--- config.mk ---
export PLATFORM = sky130hd
export DESIGN_NAME = int_fp_donusum_pipe
export DESIGN_NICKNAME = d
export VERILOG_FILES = /design/src/rtl/int_fp_donusum_pipe.sv
export SDC_FILE = /design/constraint.sdc
export NUM_CORES = 1
export LEC_CHECK = 0
export BUFFER_PORTS_ARGS = -buffer_cell sky130_fd_sc_hd__buf_2
export CAP_MARGIN = 20
export CORE_MARGIN = 3
export CORE_UTILIZATION = 52
export CTS_BUF_LIST = sky130_fd_sc_hd__clkbuf_8
export CTS_CLUSTER_SIZE = 40
export DETAILED_ROUTE_END_ITERATION = 10
export PLACE_DENSITY_LB_ADDON = 0.25
export SLEW_MARGIN = 15
export SYNTH_ARGS = -nofsm -noshare
export SYNTH_HDL_FRONTEND = slang
export SYNTH_SLANG_ARGS = --single-unit
--- constraint.sdc ---
create_clock -name clk_i -period 4.2 [get_ports clk_i]
set_input_delay 0.63 -clock clk_i [delete_from_list [all_inputs] [get_ports clk_i]]
set_output_delay 0.63 -clock clk_i [all_outputs]
set_load 0.03 [all_outputs]
--- src/rtl/int_fp_donusum_pipe.sv ---
// rtl/int_fp_donusum_pipe.sv - multi-cycle integer to floating-point converter
//
// Converts a signed or unsigned IW-bit integer to a {sign, EW exponent, MW mantissa}
// floating-point value. One operation in flight; sequence IDLE-ABS-LZC-NORM-RND-DONE.
// Optional build macro: INT_FP_RNE_EN (defined: round to nearest even, else truncate).
//
// Ports:
//   clk_i, rst_i          clock, asynchronous active-high reset
//   valid_i/ready_o       operand handshake (ready_o high only in IDLE)
//   data_i, signed_i      integer operand and its signedness
//   valid_o/ready_i       result handshake (valid_o high only in DONE)
//   data_o, inexact_o     converted value and inexact flag, stable while in DONE
module int_fp_donusum_pipe #(
    parameter int IW = 32,
    parameter int EW = 8,
    parameter int MW = 23
) (
    input  logic             clk_i,
    input  logic             rst_i,
    input  logic             valid_i,
    output logic             ready_o,
    input  logic [IW-1:0]    data_i,
    input  logic             signed_i,
    output logic             valid_o,
    input  logic             ready_i,
    output logic [EW+MW:0]   data_o,
    output logic             inexact_o
);
    localparam int BIAS = (1 << (EW - 1)) - 1;
    localparam int PW   = (IW > 1) ? $clog2(IW) : 1;
    // Normalized magnitude without its hidden bit, padded so mantissa, guard
    // and sticky slices exist even when IW-1 <= MW.
    localparam int XW   = IW + MW + 1;

    // IW <= BIAS keeps bias+IW (worst case after round-up carry) below the
    // all-ones exponent, so no overflow handling is needed.
    if (IW > BIAS) begin : g_cfg_check
        $error("int_fp_donusum_pipe: IW must not exceed the exponent bias");
    end

    typedef enum logic [2:0] {
        S_IDLE,
        S_ABS,
        S_LZC,
        S_NORM,
        S_RND,
        S_DONE
    } state_t;

    state_t state, state_next;

    logic [IW-1:0]    data_r;
    logic             signed_r;
    logic             sign_r;
    logic [IW-1:0]    mag_r;
    logic [PW-1:0]    lead_r;
    logic             zero_r;
    logic [EW-1:0]    exp_r;

    logic             neg;
    logic [PW-1:0]    lzc_p;
    logic [PW-1:0]    shamt;
    logic [XW-1:0]    ext;
    logic [MW-1:0]    mant;
    logic             guard;
    logic             sticky;
    logic             round_up;
    logic [EW+MW-1:0] rounded;

    always_ff @(posedge clk_i or posedge rst_i) begin
        if (rst_i) begin
            state <= S_IDLE;
        end else begin
            state <= state_next;
        end
    end

    always_comb begin
        state_next = state;
        case (state)
            S_IDLE:  if (valid_i) state_next = S_ABS;
            S_ABS:   state_next = S_LZC;
            S_LZC:   state_next = S_NORM;
            S_NORM:  state_next = S_RND;
            S_RND:   state_next = S_DONE;
            S_DONE:  if (ready_i) state_next = S_IDLE;
            default: state_next = S_IDLE;
        endcase
    end

    assign ready_o = (state == S_IDLE);
    assign valid_o = (state == S_DONE);

    assign neg = signed_r & data_r[IW-1];

    // Highest set bit wins; the loop walks upward so the last hit is the leader.
    always_comb begin
        lzc_p = '0;
        for (int i = 0; i < IW; i++) begin
            if (mag_r[i]) lzc_p = i[PW-1:0];
        end
    end

    assign shamt = PW'(IW - 1) - lead_r;

    assign ext    = {mag_r[IW-2:0], {(MW + 2){1'b0}}};
    assign mant   = ext[XW-1 -: MW];
    assign guard  = ext[XW-1-MW];
    assign sticky = |ext[XW-2-MW:0];

`ifdef INT_FP_RNE_EN
    assign round_up = guard & (sticky | mant[0]);
`else
    assign round_up = 1'b0;
`endif

    // Adding across the exponent/mantissa boundary makes a mantissa carry
    // clear the mantissa and bump the exponent in one step.
    assign rounded = {exp_r, mant} + {{(EW + MW - 1){1'b0}}, round_up};

    always_ff @(posedge clk_i or posedge rst_i) begin
        if (rst_i) begin
            data_r    <= '0;
            signed_r  <= 1'b0;
            sign_r    <= 1'b0;
            mag_r     <= '0;
            lead_r    <= '0;
            zero_r    <= 1'b0;
            exp_r     <= '0;
            data_o    <= '0;
            inexact_o <= 1'b0;
        end else begin
            case (state)
                S_IDLE: begin
                    if (valid_i) begin
                        data_r   <= data_i;
                        signed_r <= signed_i;
                    end
                end
                S_ABS: begin
                    sign_r <= neg;
                    mag_r  <= neg ? -data_r : data_r;
                end
                S_LZC: begin
                    lead_r <= lzc_p;
                    zero_r <= (mag_r == '0);
                end
                S_NORM: begin
                    mag_r <= mag_r << shamt;
                    exp_r <= EW'(BIAS) + EW'(lead_r);
                end
                S_RND: begin
                    if (zero_r) begin
                        data_o    <= '0;
                        inexact_o <= 1'b0;
                    end else begin
                        data_o    <= {sign_r, rounded};
                        inexact_o <= guard | sticky;
                    end
                end
                default: ;
            endcase
        end
    end

endmodule

# Word-level counts from Yosys, hierarchy flattened
# Cells that the tools add are included.
dict set report classes {
  add_sub_neg 3
  eq_ne 7
  shift 1
  n_mux 38
  n_bitwise 2
  reduce_logical 6
}
# operator n
set ops {}
lappend ops {{$mux W5} 30}
lappend ops {{$mux W32} 2}
lappend ops {{$pmux W32 S2} 1}
lappend ops {{$logic_not A32 Y1} 1}
lappend ops {{$neg A32 Y32} 1}
lappend ops {{$shl A32 B5 Y32} 1}
lappend ops {{$pmux W3 S6} 1}
lappend ops {{$add A7 B5 Y8 const A} 1}
lappend ops {{$reduce_or A7 Y1} 1}
lappend ops {{$eq A3 B2 Y1 const B} 2}
lappend ops {{$eq A3 B3 Y1 const B} 2}
lappend ops {{$mux W3} 2}
lappend ops {{$sub A5 B5 Y5 const A} 1}
lappend ops {{$reduce_and A2 Y1} 2}
lappend ops {{$eq A3 B1 Y1 const B} 1}
lappend ops {{$logic_not A3 Y1} 1}
lappend ops {{$mux W1} 2}
lappend ops {{$ne A2 B1 Y1 const B} 1}
lappend ops {{$ne A2 B2 Y1 const B} 1}
lappend ops {{$reduce_bool A2 Y1} 1}
lappend ops {{$and A1 B1 Y1} 1}
lappend ops {{$or A1 B1 Y1} 1}
dict set report totals {
  ff_bits 116
  in_bits 37
  output_inout_bits 35
  word_cells 67
}

# Logic depth before layout (Yosys ltp)
dict set report depth {
  ltp_word 31
  depth_mapped 10
  mapped_depth_nobuf 8
}

# Worst setup path before layout
# Ideal clock, no wire load.
dict set report synth_path {
  path_type {reg2reg}
  start {reg state[0]}
  end {reg data_r[10]}
  setup_ns 0.125
  t_arrival_ns 2.572
  required_ns 4.075
  path_slack_ns 1.503
  path_stages_with_launch 7
  n_path_buf 3
  synth_period_minus_slack_ns 2.697
  cell_sequence {dfrtp_1 clkbuf_1 nor3_1 and2_1 clkbuf_1 buf_1 mux2_2}
}
dict set report synth_between {
  elab_chain_cells 2
}
# item line
set synth_lines {}
lappend synth_lines {{start, declared} 50} ;# state_t state, state_next;
lappend synth_lines {{start signal, assigned} 74} ;# state <= state_next;
lappend synth_lines {{$logic_not A3 Y1} n/a}
lappend synth_lines {{net ready_o} 21} ;# output logic ready_o,
lappend synth_lines {{$reduce_and A2 Y1 (no line)} n/a}
lappend synth_lines {{end signal, assigned} 136} ;# data_r <= data_i;
lappend synth_lines {{end, declared} 52} ;# logic [IW-1:0] data_r;
# The timed path passes the listed nets, and every way through them passes these cells.
# A chain may end at the register's enable or synchronous reset.

# Worst setup path after layout
dict set report layout_path {
  start {reg state[0]}
  end {reg mag_r[31]}
}
dict set report layout_between {
  elab_chain_cells 2
  elab_cells_between_ends 4
  cone_classes {eq/ne: 2; mux: 1; reduce/logical: 1}
}
# item line
set layout_lines {}
lappend layout_lines {{$eq A3 B2 Y1 or $eq A3 B1 Y1 (tied branches)} 133} ;# case (state)
lappend layout_lines {{$pmux W32 S2 or $reduce_bool A2 Y1 (tied branches)} n/a}
lappend layout_lines {{end signal, assigned} 142} ;# mag_r <= neg ? -data_r : data_r;
lappend layout_lines {{end signal, assigned} 149} ;# mag_r <= mag_r << shamt;
lappend layout_lines {{end, declared} 55} ;# logic [IW-1:0] mag_r;
# Parallel ways exist; a longest one is shown, timed or not.

==> impl_summary.txt <==
----------------------------------------------------
[Run status]
  Run status ... complete, no violations

[Final layout]
  Commonest cells after routing, fill and taps aside ... sky130_fd_sc_hd__nand2_1 (141), sky130_fd_sc_hd__dfrtp_1 (116), sky130_fd_sc_hd__o21ai_0 (95)
  Leading cell type in the layout, fill and taps excluded ... sky130_fd_sc_hd__nand2_1
  Layout overhead on the synthesized area ... 13.70%
  # diodes ... 0
  NumNets Final ... 922
  Ratio of cells with drive above 1 in the final layout ... 20.42%
  Non-filler instance count after layout ... 1072

[Synth]
  Mean area per synthesized cell ... 8.560 sq um
  Total of warnings raised by yosys ... 0
  Number of synthesized flops with an enable pin ... 0
  Net Count, Synth ... 883
  Fraction of the yosys area taken by sequential cells ... 40.18%
  Post-synthesis sequential element count ... 116
  Async set-or-reset flop fraction in the synthesized netlist ... 100.0%
  Gate Count Post-Synth ... 844
  Unique cell type count in the Yosys netlist ... 57
  Post-synth design cell area ... 7224 sq um
  Top FF cell, synth ... sky130_fd_sc_hd__dfrtp_1

[Worst setup path]
  Data arrival time at the worst-slack endpoint ... 3120 ps
  Depth of the worst register-to-register path ... 6
  Crit-path max cell delay ... 670 ps
  Worst path bufs/invs ... 0
  Most Frequent Cell on Critical Path ... sky130_fd_sc_hd__o21ai_0
  Crit-path slowest cell ... sky130_fd_sc_hd__o21ai_0
  Category of the worst setup path capture point ... flop
  Largest fanout on the critical path ... 14
  Reg-to-reg startpoint ... state[0]$_DFFE_PP0P_
  R2R Path End ... mag_r[31]$_DFFE_PP0P_
  CP Launch Point ... state[0]$_DFFE_PP0P_
  WP data required ... 4540 ps
  Critical Setup Path Class ... flop to flop
  Gate family responsible for the most delay along the worst path ... simple AND/OR/NAND/NOR gates
  CP Capture Point ... mag_r[31]$_DFFE_PP0P_
  Stages on the worst setup path ... 6
  CP startpoint kind ... flop
  Minimum setup slack among reg-to-reg paths ... 1420 ps
  CP Cell Sequence ... nor2b_2, and3_1, nand3_1, o21ai_0, o21ai_0, a21o_1

[Detailed routing]
  Count of vias placed by the detailed router ... 6590
  Drt drc ... 0
  Detail-routed net length per standard cell ... 19.23 um
  Via density per instance ... 6.147
  Total iterations of the first detailed-routing run ... 6
  Wirelength, routed ... 20610 um
  Count of antenna-violating nets left after detailed routing ... 0
  Number of DRC violations after detailed-routing iteration 0 ... 877

[Placement]
  I/O Buffers ... 71
  Cells after DPL ... 1039
  Post-Place Worst Slack ... 1476 ps
  Post-detail-place hpwl ... 14390 um
  Placer congestion estimate ... 1.045

[Job]
  Number of maximum-capacitance constraint violations ... 0

[Clocking]
  Number of sinks handled by clock tree synthesis ... 116
  TritonCTS Buffers ... 17
  Number of levels in the clock H-tree ... 4
  Post-CTS Setup Bufs ... 0
  Library cell used as clock root buffer ... sky130_fd_sc_hd__clkbuf_8
  Post_cts resized ... 0
  TritonCTS clock tree ... built
  Worst skew pair latency ... 450 ps
  Clock slew at the register clock pins of the worst setup and hold paths ... 80 ps
  Number of buffers inserted for hold repair after clock tree synthesis ... 0
  Number of buffers on the longest clock path ... 2

[STA]
  Pins over their slew limit ... 0
  Finish-stage setup viols ... 0
  Setup Skew ... 11.86 ps
  Time the final worst path needs with I/O delays and setup ... 2785 ps
  Hold violation total from the final report ... 0
  Slew HR ... 32.78%
  Achievable frequency ... 0.3591 GHz
  Unrepaired setup endpoints after global routing ... false
  Accumulated negative setup slack ... 0 ps
  Worst-margin pin slew ... 1005 ps
  Final critical-path share of the clock period ... 66.30%
  Final WS setup ... 1415 ps

[Die]
  Initial Utilization ... 53.91%
  Die area ... 15340 sq um
  Number of top-level design ports ... 72
  Vertical die dimension ... 123.9 um
  Total core area ... 13400 sq um
  Overall die width ... 123.9 um
  Count of standard-cell rows ... 42

[GRT]
  First-pass GRT wire length ... 33140 um
  Vias in the first global route ... 6345
  Initial antenna violation count ... 0
  Pin count of the biggest net entering global routing ... 67
  Total Routing Usage GR ... 28.12%
  Overall overflow remaining after global route ... 0

[Pwr]
  Peak VDD IR ... 505.0 uV
  Total Power Consumption ... 0.007834 W
  Power density over the cells ... 953.8 nW/um^2
  Static Leakage ... 3.631 nW

[Worst hold path]
  Class of the tightest hold or removal check ... input port to asynchronous set/reset pin

----------------------------------------------------
[flip-flops by register name, summed over array words and instances (netlist names)]
signal and cells:
signed_r 1, state 3, mag_r 32, zero_r 1, sign_r 1, exp_r 8
data_o 32, data_r 32, lead_r 5, inexact_o 1
[per-layer routing]
| layer | wire [um] | vias to the layer above | track usage [%] |
|---|---|---|---|
| met5 | 0 | - | 0 |
| met4 | 632 | 0 | 11.35 |
| met1 | 8961 | 3112 | 39.07 |
| li1 | - | 3104 | - |
| met3 | 1944 | 49 | 7.902 |
| met2 | 9071 | 325 | 41.53 |
[worst min path at each step]
| stage | to | slack, ps | cells past startpoint |
|---|---|---|---|
| after floorplan | exp_r[5]$_DFFE_PP0P_ | 450 | 2 |
| after global placement | data_o[9]$_DFFE_PP0P_ | 460 | 2 |
| after detailed placement | data_o[8]$_DFFE_PP0P_ | 470 | 2 |
| after CTS | mag_r[8]$_DFFE_PP0P_ | 320 | 2 |
| final | mag_r[8]$_DFFE_PP0P_ | 290 | 2 |
| after global routing | mag_r[8]$_DFFE_PP0P_ | 330 | 2 |
[power breakdown]
| group | switching [W] | internal, W | total, W |
|---|---|---|---|
| combinational | 0.00244 | 0.00164 | 0.00408 |
| sequential | 0.000764 | 0.00164 | 0.00240 |
| clock | 0.000478 | 0.000876 | 0.00135 |
| total | 0.00369 | 0.00415 | 0.00783 |
[through the flow]
stage / hold slack [ps] / util [%] / instance area [sq um]
floorplan: 446.9 / - / 7224
finish: 289.2 / 61.30 / 8214
detailed placement: 467.7 / 57.18 / 7662
CTS: 319.4 / 61.09 / 8187
global route: 332.8 / 61.30 / 8214
global placement: 456.9 / 57.18 / 7662
[cell usage after synthesis, types with 13 or more instances]
library cell               number  area [sq um]
sky130_fd_sc_hd__a21oi_1       46         230.2
sky130_fd_sc_hd__a31oi_1       15         93.84
sky130_fd_sc_hd__clkbuf_1      48         180.2
sky130_fd_sc_hd__dfrtp_1      116          2903
sky130_fd_sc_hd__inv_1         16         60.06
sky130_fd_sc_hd__mux2_2        48         540.5
sky130_fd_sc_hd__mux2i_1       23         230.2
sky130_fd_sc_hd__nand2_1      142         533.0
sky130_fd_sc_hd__nor2_1        77         289.0
sky130_fd_sc_hd__nor3_1        24         120.1
sky130_fd_sc_hd__o21ai_0       95         475.5
sky130_fd_sc_hd__o31ai_1       16         120.1
sky130_fd_sc_hd__xnor2_1       19         166.4
sky130_fd_sc_hd__xor2_1        13         113.9
[cell families (layout without fill, tap and decap cells)]
group	after synthesis	count (layout)	share of synthesized area [%]
mux	79	79	13.16
compound gates	240	240	20.26
flops	116	116	40.18
xor+xnor	32	32	3.879
fa+ha+maj	2	2	0.3463
simple gates	292	292	17.75
buf+inv	83	135	4.416
[layout make-up]
| class | count | area (sq um) |
|---|---|---|
| Fill cell | 1195 | 5186 |
| Multi-Input combinational cell | 645 | 4008 |
| Sequential cell | 116 | 2903 |
| Timing Repair Buffer | 84 | 485.5 |
| Clock buffer | 20 | 275.3 |
| Clock inverter | 12 | 249.0 |
| Tap cell | 176 | 220.2 |
| Inverter | 19 | 73.82 |
Note: power is estimated with default switching activity, not from simulation.
